[config.mk]
export PLATFORM = sky130hd
export DESIGN_NAME = vid_word_packer
export DESIGN_NICKNAME = d
export VERILOG_FILES = /design/src/rtl/vid_pkg.sv /design/src/rtl/vid_startcode_detect.sv /design/src/rtl/vid_word_packer.sv
export SDC_FILE = /design/constraint.sdc
export NUM_CORES = 1
export LEC_CHECK = 0
export BUFFER_PORTS_ARGS = -buffer_cell sky130_fd_sc_hd__buf_4
export CORE_MARGIN = 2
export CORE_UTILIZATION = 60
export DETAILED_ROUTE_END_ITERATION = 8
export PLACE_DENSITY = 0.94
export SLEW_MARGIN = 15
export SYNTH_ARGS = -nofsm -noshare
export SYNTH_HDL_FRONTEND = slang
export SYNTH_HIERARCHICAL = 1
export SYNTH_SLANG_ARGS = --single-unit
[constraint.sdc]
create_clock -name clk -period 3.6 [get_ports clk]
set_clock_uncertainty 0.05 [all_clocks]
set_input_delay 0.72 -clock clk [delete_from_list [all_inputs] [get_ports clk]]
set_output_delay 0.72 -clock clk [all_outputs]
set_load 0.01 [all_outputs]
[src/rtl/vid_pkg.sv]
// Shared video-path definitions: packer state encoding, start-code prefix and
// the legal output word widths.
package vid_pkg;

   typedef enum logic [1:0] {
      FILL  = 2'd0,
      FLUSH = 2'd1,
      DONE  = 2'd2
   } pack_state_e;

   localparam logic [23:0] START_CODE_PREFIX = 24'h000001;

   localparam int unsigned WORD_BYTES_4 = 4;
   localparam int unsigned WORD_BYTES_8 = 8;

   function automatic bit word_bytes_legal(int unsigned wb);
      return (wb == WORD_BYTES_4) || (wb == WORD_BYTES_8);
   endfunction

endpackage

[src/rtl/vid_startcode_detect.sv]
// Tracks the last three bytes of a byte stream and flags the byte that
// follows an MPEG 00 00 01 start-code prefix.
module vid_startcode_detect
   import vid_pkg::*;
(
   input  logic       clk,
   input  logic       rst,
   input  logic       clk_en,
   input  logic       byte_valid,
   input  logic [7:0] byte_in,
   output logic       sc_valid,
   output logic [7:0] sc_code
);

   logic [23:0] hist_q, hist_d;
   logic        flag_q, flag_d;
   logic [7:0]  code_q, code_d;

   always_comb begin
      hist_d = hist_q;
      code_d = code_q;
      flag_d = 1'b0;
      if (byte_valid) begin
         hist_d = {hist_q[15:0], byte_in};
         if (hist_q == START_CODE_PREFIX) begin
            flag_d = 1'b1;
            code_d = byte_in;
         end
      end
   end

   always_ff @(posedge clk) begin
      if (!rst) begin
         hist_q <= 24'hFFFFFF;
         flag_q <= 1'b0;
         code_q <= 8'h00;
      end else if (clk_en) begin
         hist_q <= hist_d;
         flag_q <= flag_d;
         code_q <= code_d;
      end
   end

   assign sc_valid = flag_q && clk_en;
   assign sc_code  = code_q;

endmodule

[src/rtl/vid_word_packer.sv]
// Drains the video byte FIFO into big-endian vbuf words, pads and flushes the
// tail at end of stream. Start-code flagging under VID_WORD_PACKER_STARTCODE_EN.
module vid_word_packer
   import vid_pkg::*;
#(
   parameter int unsigned WORD_BYTES = 8,
   parameter logic [7:0]  PAD_BYTE   = 8'h00
) (
   input  logic                    clk,
   input  logic                    rst,
   input  logic                    clk_en,
   input  logic [7:0]              vid_in,
   input  logic                    vid_empty,
   output logic                    vid_rd,
   input  logic                    stream_end_in,
   input  logic                    vbuf_afull,
   output logic [8*WORD_BYTES-1:0] vbuf_out,
   output logic                    vbuf_wr,
   output logic                    stream_end_out,
   output logic                    sc_valid,
   output logic [7:0]              sc_code
);

   localparam int unsigned W  = 8 * WORD_BYTES;
   localparam int unsigned CW = $clog2(WORD_BYTES);
   localparam logic [CW-1:0] LAST_LANE = CW'(WORD_BYTES - 1);

   if (!word_bytes_legal(WORD_BYTES)) begin : g_bad_word_bytes
      $error("vid_word_packer: WORD_BYTES must be 4 or 8");
   end

   pack_state_e   state_q, state_d;
   logic [CW-1:0] byte_cnt_q, byte_cnt_d;
   logic [W-1:0]  word_q, word_d;
   logic [W-1:0]  vbuf_out_q, vbuf_out_d;
   logic          byte_ready_q, end_seen_q, end_seen_d;
   logic          wr_flag_q, wr_flag_d;
   logic          stream_end_q, stream_end_d;
   logic          rd_accepted, end_set, flush_go;

   // FSM: state register
   always_ff @(posedge clk) begin
      if (!rst) begin
         state_q <= FILL;
      end else if (clk_en) begin
         state_q <= state_d;
      end
   end

   // FSM: next state
   always_comb begin
      state_d = state_q;
      case (state_q)
         FILL: begin
            if (end_seen_q) state_d = (byte_cnt_q == '0) ? DONE : FLUSH;
         end
         FLUSH: begin
            if (!vbuf_afull) state_d = DONE;
         end
         DONE:    state_d = DONE;
         default: state_d = FILL;
      endcase
   end

   // FSM: outputs
   always_comb begin
      vid_rd       = rst && clk_en && !vbuf_afull && (state_q == FILL) && !end_seen_q;
      flush_go     = (state_q == FLUSH) && !vbuf_afull;
      // Stream end is reported one cycle after the last word leaves.
      stream_end_d = stream_end_q || (state_q == DONE)
                     || ((state_q == FILL) && (state_d == DONE));
   end

   assign rd_accepted = vid_rd && !vid_empty;
   assign end_set     = stream_end_in && vid_empty && !byte_ready_q && !rd_accepted;
   assign end_seen_d  = end_seen_q || end_set;

   // Lane insertion, word completion and tail padding
   always_comb begin
      word_d     = word_q;
      byte_cnt_d = byte_cnt_q;
      vbuf_out_d = vbuf_out_q;
      wr_flag_d  = 1'b0;
      if (byte_ready_q) begin
         word_d[(int'(WORD_BYTES) - 1 - int'(byte_cnt_q)) * 8 +: 8] = vid_in;
         if (byte_cnt_q == LAST_LANE) begin
            vbuf_out_d = word_d;
            wr_flag_d  = 1'b1;
            byte_cnt_d = '0;
         end else begin
            byte_cnt_d = byte_cnt_q + CW'(1);
         end
      end else if (flush_go) begin
         for (int i = 0; i < int'(WORD_BYTES); i++) begin
            if (i >= int'(byte_cnt_q)) begin
               word_d[(int'(WORD_BYTES) - 1 - i) * 8 +: 8] = PAD_BYTE;
            end
         end
         vbuf_out_d = word_d;
         wr_flag_d  = 1'b1;
         byte_cnt_d = '0;
      end
   end

   always_ff @(posedge clk) begin
      if (!rst) begin
         byte_cnt_q   <= '0;
         word_q       <= '0;
         vbuf_out_q   <= '0;
         byte_ready_q <= 1'b0;
         end_seen_q   <= 1'b0;
         wr_flag_q    <= 1'b0;
         stream_end_q <= 1'b0;
      end else if (clk_en) begin
         byte_cnt_q   <= byte_cnt_d;
         word_q       <= word_d;
         vbuf_out_q   <= vbuf_out_d;
         byte_ready_q <= rd_accepted;
         end_seen_q   <= end_seen_d;
         wr_flag_q    <= wr_flag_d;
         stream_end_q <= stream_end_d;
      end
   end

   assign vbuf_out       = vbuf_out_q;
   assign vbuf_wr        = wr_flag_q && clk_en;
   assign stream_end_out = stream_end_q;

`ifdef VID_WORD_PACKER_STARTCODE_EN
   vid_startcode_detect u_sc_detect (
      .clk        (clk),
      .rst        (rst),
      .clk_en     (clk_en),
      .byte_valid (byte_ready_q),
      .byte_in    (vid_in),
      .sc_valid   (sc_valid),
      .sc_code    (sc_code)
   );
`else
   assign sc_valid = 1'b0;
   assign sc_code  = 8'h00;
`endif

endmodule

## Word level (Yosys, flattened, before mapping)

Index checks and enable logic that the tools add are counted.
W data, S select, Z words.

- Register bits after elaboration: 137
- Output and inout bits: 76
- Word-level logic and storage cells: 71
- Input port bits: 14

- Eq/ne operators: 5
- Reductions and logical operators: 24
- Add/sub/neg operators: 3
- $lt $le $gt $ge: 7
- Shifts and indexed selects: 2
- Mux-type cells: 22

Operators by type and width:

| operator | number |
|---|---|
| $mux W64 | 4 |
| $bwmux W64 | 1 |
| $shift A8 B33 Y64 const A | 1 |
| $shiftx A8 B33 Y64 | 1 |
| $mux W8 | 7 |
| $neg A7 Y33 | 1 |
| $logic_and A1 B1 Y1 | 11 |
| $ge A3 B3 Y1 const A | 3 |
| $mux W3 | 3 |
| $ge A1 B3 Y1 const A | 2 |
| $ge A2 B3 Y1 const A | 2 |
| $mux W2 | 3 |
| $pmux W2 S3 | 1 |
| $logic_not A1 Y1 | 5 |
| $eq A2 B2 Y1 const B | 2 |
| $sub A3 B3 Y4 const A | 1 |
| $add A3 B1 Y3 const B | 1 |
| $eq A3 B3 Y1 const B | 1 |
| $logic_not A3 Y1 | 1 |
| $logic_or A1 B1 Y1 | 3 |
| $mux W1 | 3 |
| $reduce_and A3 Y1 | 1 |
| $eq A2 B1 Y1 const B | 1 |
| $logic_not A2 Y1 | 1 |
| other kinds (3) | 3 |

## Logic depth before layout (Yosys ltp)

- Word-level depth: 8
- Mapped depth: 8
- Gate-level depth less buffers: 6

## Worst setup path before layout

Ideal clock, no wire load.

- Kind: input-to-output
- Start point: input port rst
- End point: output port vid_rd
- Slack: 1.152 ns
- Required time: 2.830 ns
- Arrival: 1.678 ns
- Stages on the path: 3
- Cell sequence: clkbuf_1 > clkinv_1 > nor4_1

- Cells in the longest elaborated chain, start to end: 4

Ends and longest elaborated chain:

| what | RTL line | source |
|---|---|---|
| start, declared | vid_word_packer.sv:10 | `input logic rst,` |
| $logic_and A1 B1 Y1 (4 in series) | vid_word_packer.sv:67 | `vid_rd = rst && clk_en && !vbuf_afull && (state_q == FILL) && !end_seen_q;` |
| end, declared | vid_word_packer.sv:14 | `output logic vid_rd,` |

Every way passes these cells.

## Worst setup path after layout

- Start point: register byte_cnt_q[0]
- End point: register word_q[1]

- Cells in the longest elaborated chain, start to end: 5
- Elaborated cells between the ends (all ways): 6

Ends and longest elaborated chain:

| what | RTL line | source |
|---|---|---|
| start, declared | vid_word_packer.sv:33 | `logic [CW-1:0] byte_cnt_q, byte_cnt_d;` |
| start signal, assigned | vid_word_packer.sv:115 | `byte_cnt_q <= byte_cnt_d;` |
| $sub A3 B3 Y4 (*) | vid_word_packer.sv:85 | `word_d[(int'(WORD_BYTES) - 1 - int'(byte_cnt_q)) * 8 +: 8] = vid_in;` |
| $neg A7 Y33 (*) | vid_word_packer.sv:85 |  |
| $shiftx A8 B33 Y64 or $shift A8 B33 Y64 (tied branches) | vid_word_packer.sv:85 |  |
| $bwmux W64 (*) | vid_word_packer.sv:85 |  |
| $mux W64 (*) | vid_word_packer.sv:84 | `if (byte_ready_q) begin` |
| end signal, assigned | vid_word_packer.sv:116 | `word_q <= word_d;` |
| end, declared | vid_word_packer.sv:34 | `logic [W-1:0] word_q, word_d;` |

Mark *: on every way between the ends. The rest lies on a longest branch, timed or not.
A chain may end at the register's enable or synchronous reset.

==> results.md <==
- Hold WC Path Type: flip-flop to flip-flop
- Yosys warning total: 6
- Tot GR Track Use: between 20% and 30%
- CTS Buf Count: 17
- Post-cts sizing count: 0
- Final hold vios: 0
- Largest net degree at the start of global routing: between 90 and 100
- PD cells: 496 nW/µm²
- Avg Cell Area, Syn: roughly 9.4 µm²
- Total grt overflow: 0
- Post-synth top area share: between 40 and 50%
- Antenna violations before repair: 0
- RSZ-0062 raised after global routing: false
- First-pass GRT wire length: 22500 µm
- Initial DRC count: around 400
- Setup TNS: 0 ns
- Async SR Flop Fraction: 0%
- Status: completed
- Pre-antenna DRT Iters: 5
- Die height: ~100 µm
- Top Ports: 90
- Total number of vias: slightly below 5000
- Post-CTS Setup Bufs: 0
- Drc violations: 0
- Routability cong.: just under 0.9
- Netlist Area Pre-Place: between 5000 and 6000 µm²
- Part of the cycle the worst path needs: 85.2%
- # rows: 35
- Max H-tree Level: 4
- Startpoint types: flip-flop
- Final min period: 3.07 ns
- # diodes: 0
- Area delta synth->final: 19.2%
- Worst path arrival time: around 3.5 ns
- Worst skew pair latency: 0.52 ns
- Hold-fix buffers, CTS: 0
- Seq cells post-synth: between 100 and 150
- Synth top area cells: dfxtp_1, a21oi_1, o21ai_0
- Tightest Pin Transition: between 1 and 1.5 ns
- Peak supply drop: 0.000305 V
- Share of post-route cells with drive strength above 1: roughly 20%
- Final wirelength: 14100 µm
- Worst Path Max Fanout: 16
- Slew margin rel.: ~28%
- Max Cap Viol: 0
- Final #Nets: 664
- CTS Sinks: around 140
- Root Driver: clkbuf_8
- Core ar.: 9110 µm²
- Required time worst endpoint: roughly 4 ns
- Crit Path Class: flip-flop to flip-flop
- Fmax achieved: around 0.33 GHz
- Cell count after synthesis: between 500 and 600
- Post-route ant nets: 0
- Synth unique cells: between 50 and 60
- Leading area contributor after synthesis: dfxtp_1
- Worst setup EP type: flip-flop
- Placed Area: 6060 µm²
- Initial Utilization: around three fifths
- IO Port Bufs: 80
- Hold Path Cell Cnt: 1
- Finished Cell Area: roughly 6600 µm²
- Number of synthesized flops with an enable pin: 0
- Vias in the first global route: 4500
- Die Wd: approximately 100 µm
- Main synth FF type: dfxtp_1
- Leakage: approximately 2.5 nW
- # setup viols final: 0
- Clock Path Buffers: 2
- WL/cell: about 18 µm
- R2R cell count: 5
- Seq/Total Area, Yosys: 49.5%
- Final slew viol count: 0
- Die ar.: 10000 µm²
- CTS tree: done
- Via-per-instance ratio: ~6.3
- Final HPWL DP: roughly 8500 µm
- CTS clk-pin slew, worst paths: 0.06 ns
-- sequential cells by signal (all words and copies together), names as in the netlist --
signal          cells
state_q             2
stream_end_out      1
byte_cnt_q          3
byte_ready_q        1
vbuf_out           64
wr_flag_q           1
end_seen_q          1
word_q             64
-- synthesized netlist by cell type, types with 10 or more instances --
master,count
buf_2,18
o21ai_0,59
a21oi_1,63
a31oi_1,16
clkbuf_1,30
o22ai_1,10
nor2_1,11
nand3_1,12
a22o_1,30
a32o_1,19
dfxtp_1,137
buf_4,10
nand2_1,67
-- cell families after synthesis --
logic type      synth area share [%]
simple gates                    11.5
compound gates                  28.8
other cells                   0.0676
flops                           49.5
buf+inv                         5.75
fa+ha+maj                       1.35
mux                             3.07
-- worst max-delay path: stages (launching register included) --
cell,delay [ns]
dfxtp_1,0.63
ha_1,0.26
ha_1,0.42
or4b_1,0.86
nor2_1,0.55
a32o_1,0.22
-- layer usage --
layer,GRT usage (%),share of wire [%],vias up
met5,0,0,-
met3,7.66,6.5,26
met2,45.3,48,190
met1,36.8,43,2351
met4,10.9,1.9,0
li1,-,-,2265
-- cells in the final DEF, fill, tap and decap left out, types with 9 or more instances in the layout --
cell	count
a22o_1	30
o22ai_1	10
a21oi_1	63
a32o_1	19
dfxtp_1	137
o21ai_0	59
nor2_1	11
nand3_1	12
nand2_1	67
buf_4	85
a31oi_1	16
conb_1	9
clkbuf_16	16
-- final timing paths --
check | start | end | slack (ns)
max | byte_cnt_q[0]$_SDFFE_PN0P_ | word_q[1]$_SDFFE_PN0P_ | 0.53
min | vbuf_out[0]$_SDFFE_PN0P_ | vbuf_out[0]$_SDFFE_PN0P_ | 0.41
max reg2reg | byte_cnt_q[0]$_SDFFE_PN0P_ | word_q[1]$_SDFFE_PN0P_ | 0.53
min reg2reg | vbuf_out[0]$_SDFFE_PN0P_ | vbuf_out[0]$_SDFFE_PN0P_ | 0.41
-- where the power goes --
part	internal, mW	switching (mW)
Clock	1.02	0.620
Combinational	0.0276	0.0766
Sequential	1.52	0.00644
-- cell type report --
class / count / area [µm²]
Sequential cell: 137 / 2740
Tap cell: 111 / 139
Multi-Input combinational cell: 397 / 2510
Inverter: 6 / 22.5
Timing Repair Buffer: 85 / 638
Clock buffer: 21 / 459
Fill cell: 656 / 2500
Clock inverter: 8 / 97.6
-- stage by stage --
step	hold slack, ns	power, mW	setup slack, ns	std cells	util (%)
floorplan	0.384	1.63	1.15	601	-
CTS	0.415	3.28	0.591	765	72.6
finish	0.414	3.28	0.533	765	72.6
global placement	0.399	1.66	0.763	736	66.5
detailed placement	0.402	1.66	0.679	736	66.5
global route	0.427	3.36	0.404	765	72.6
No activity file was read; power rests on OpenSTA's default activity.
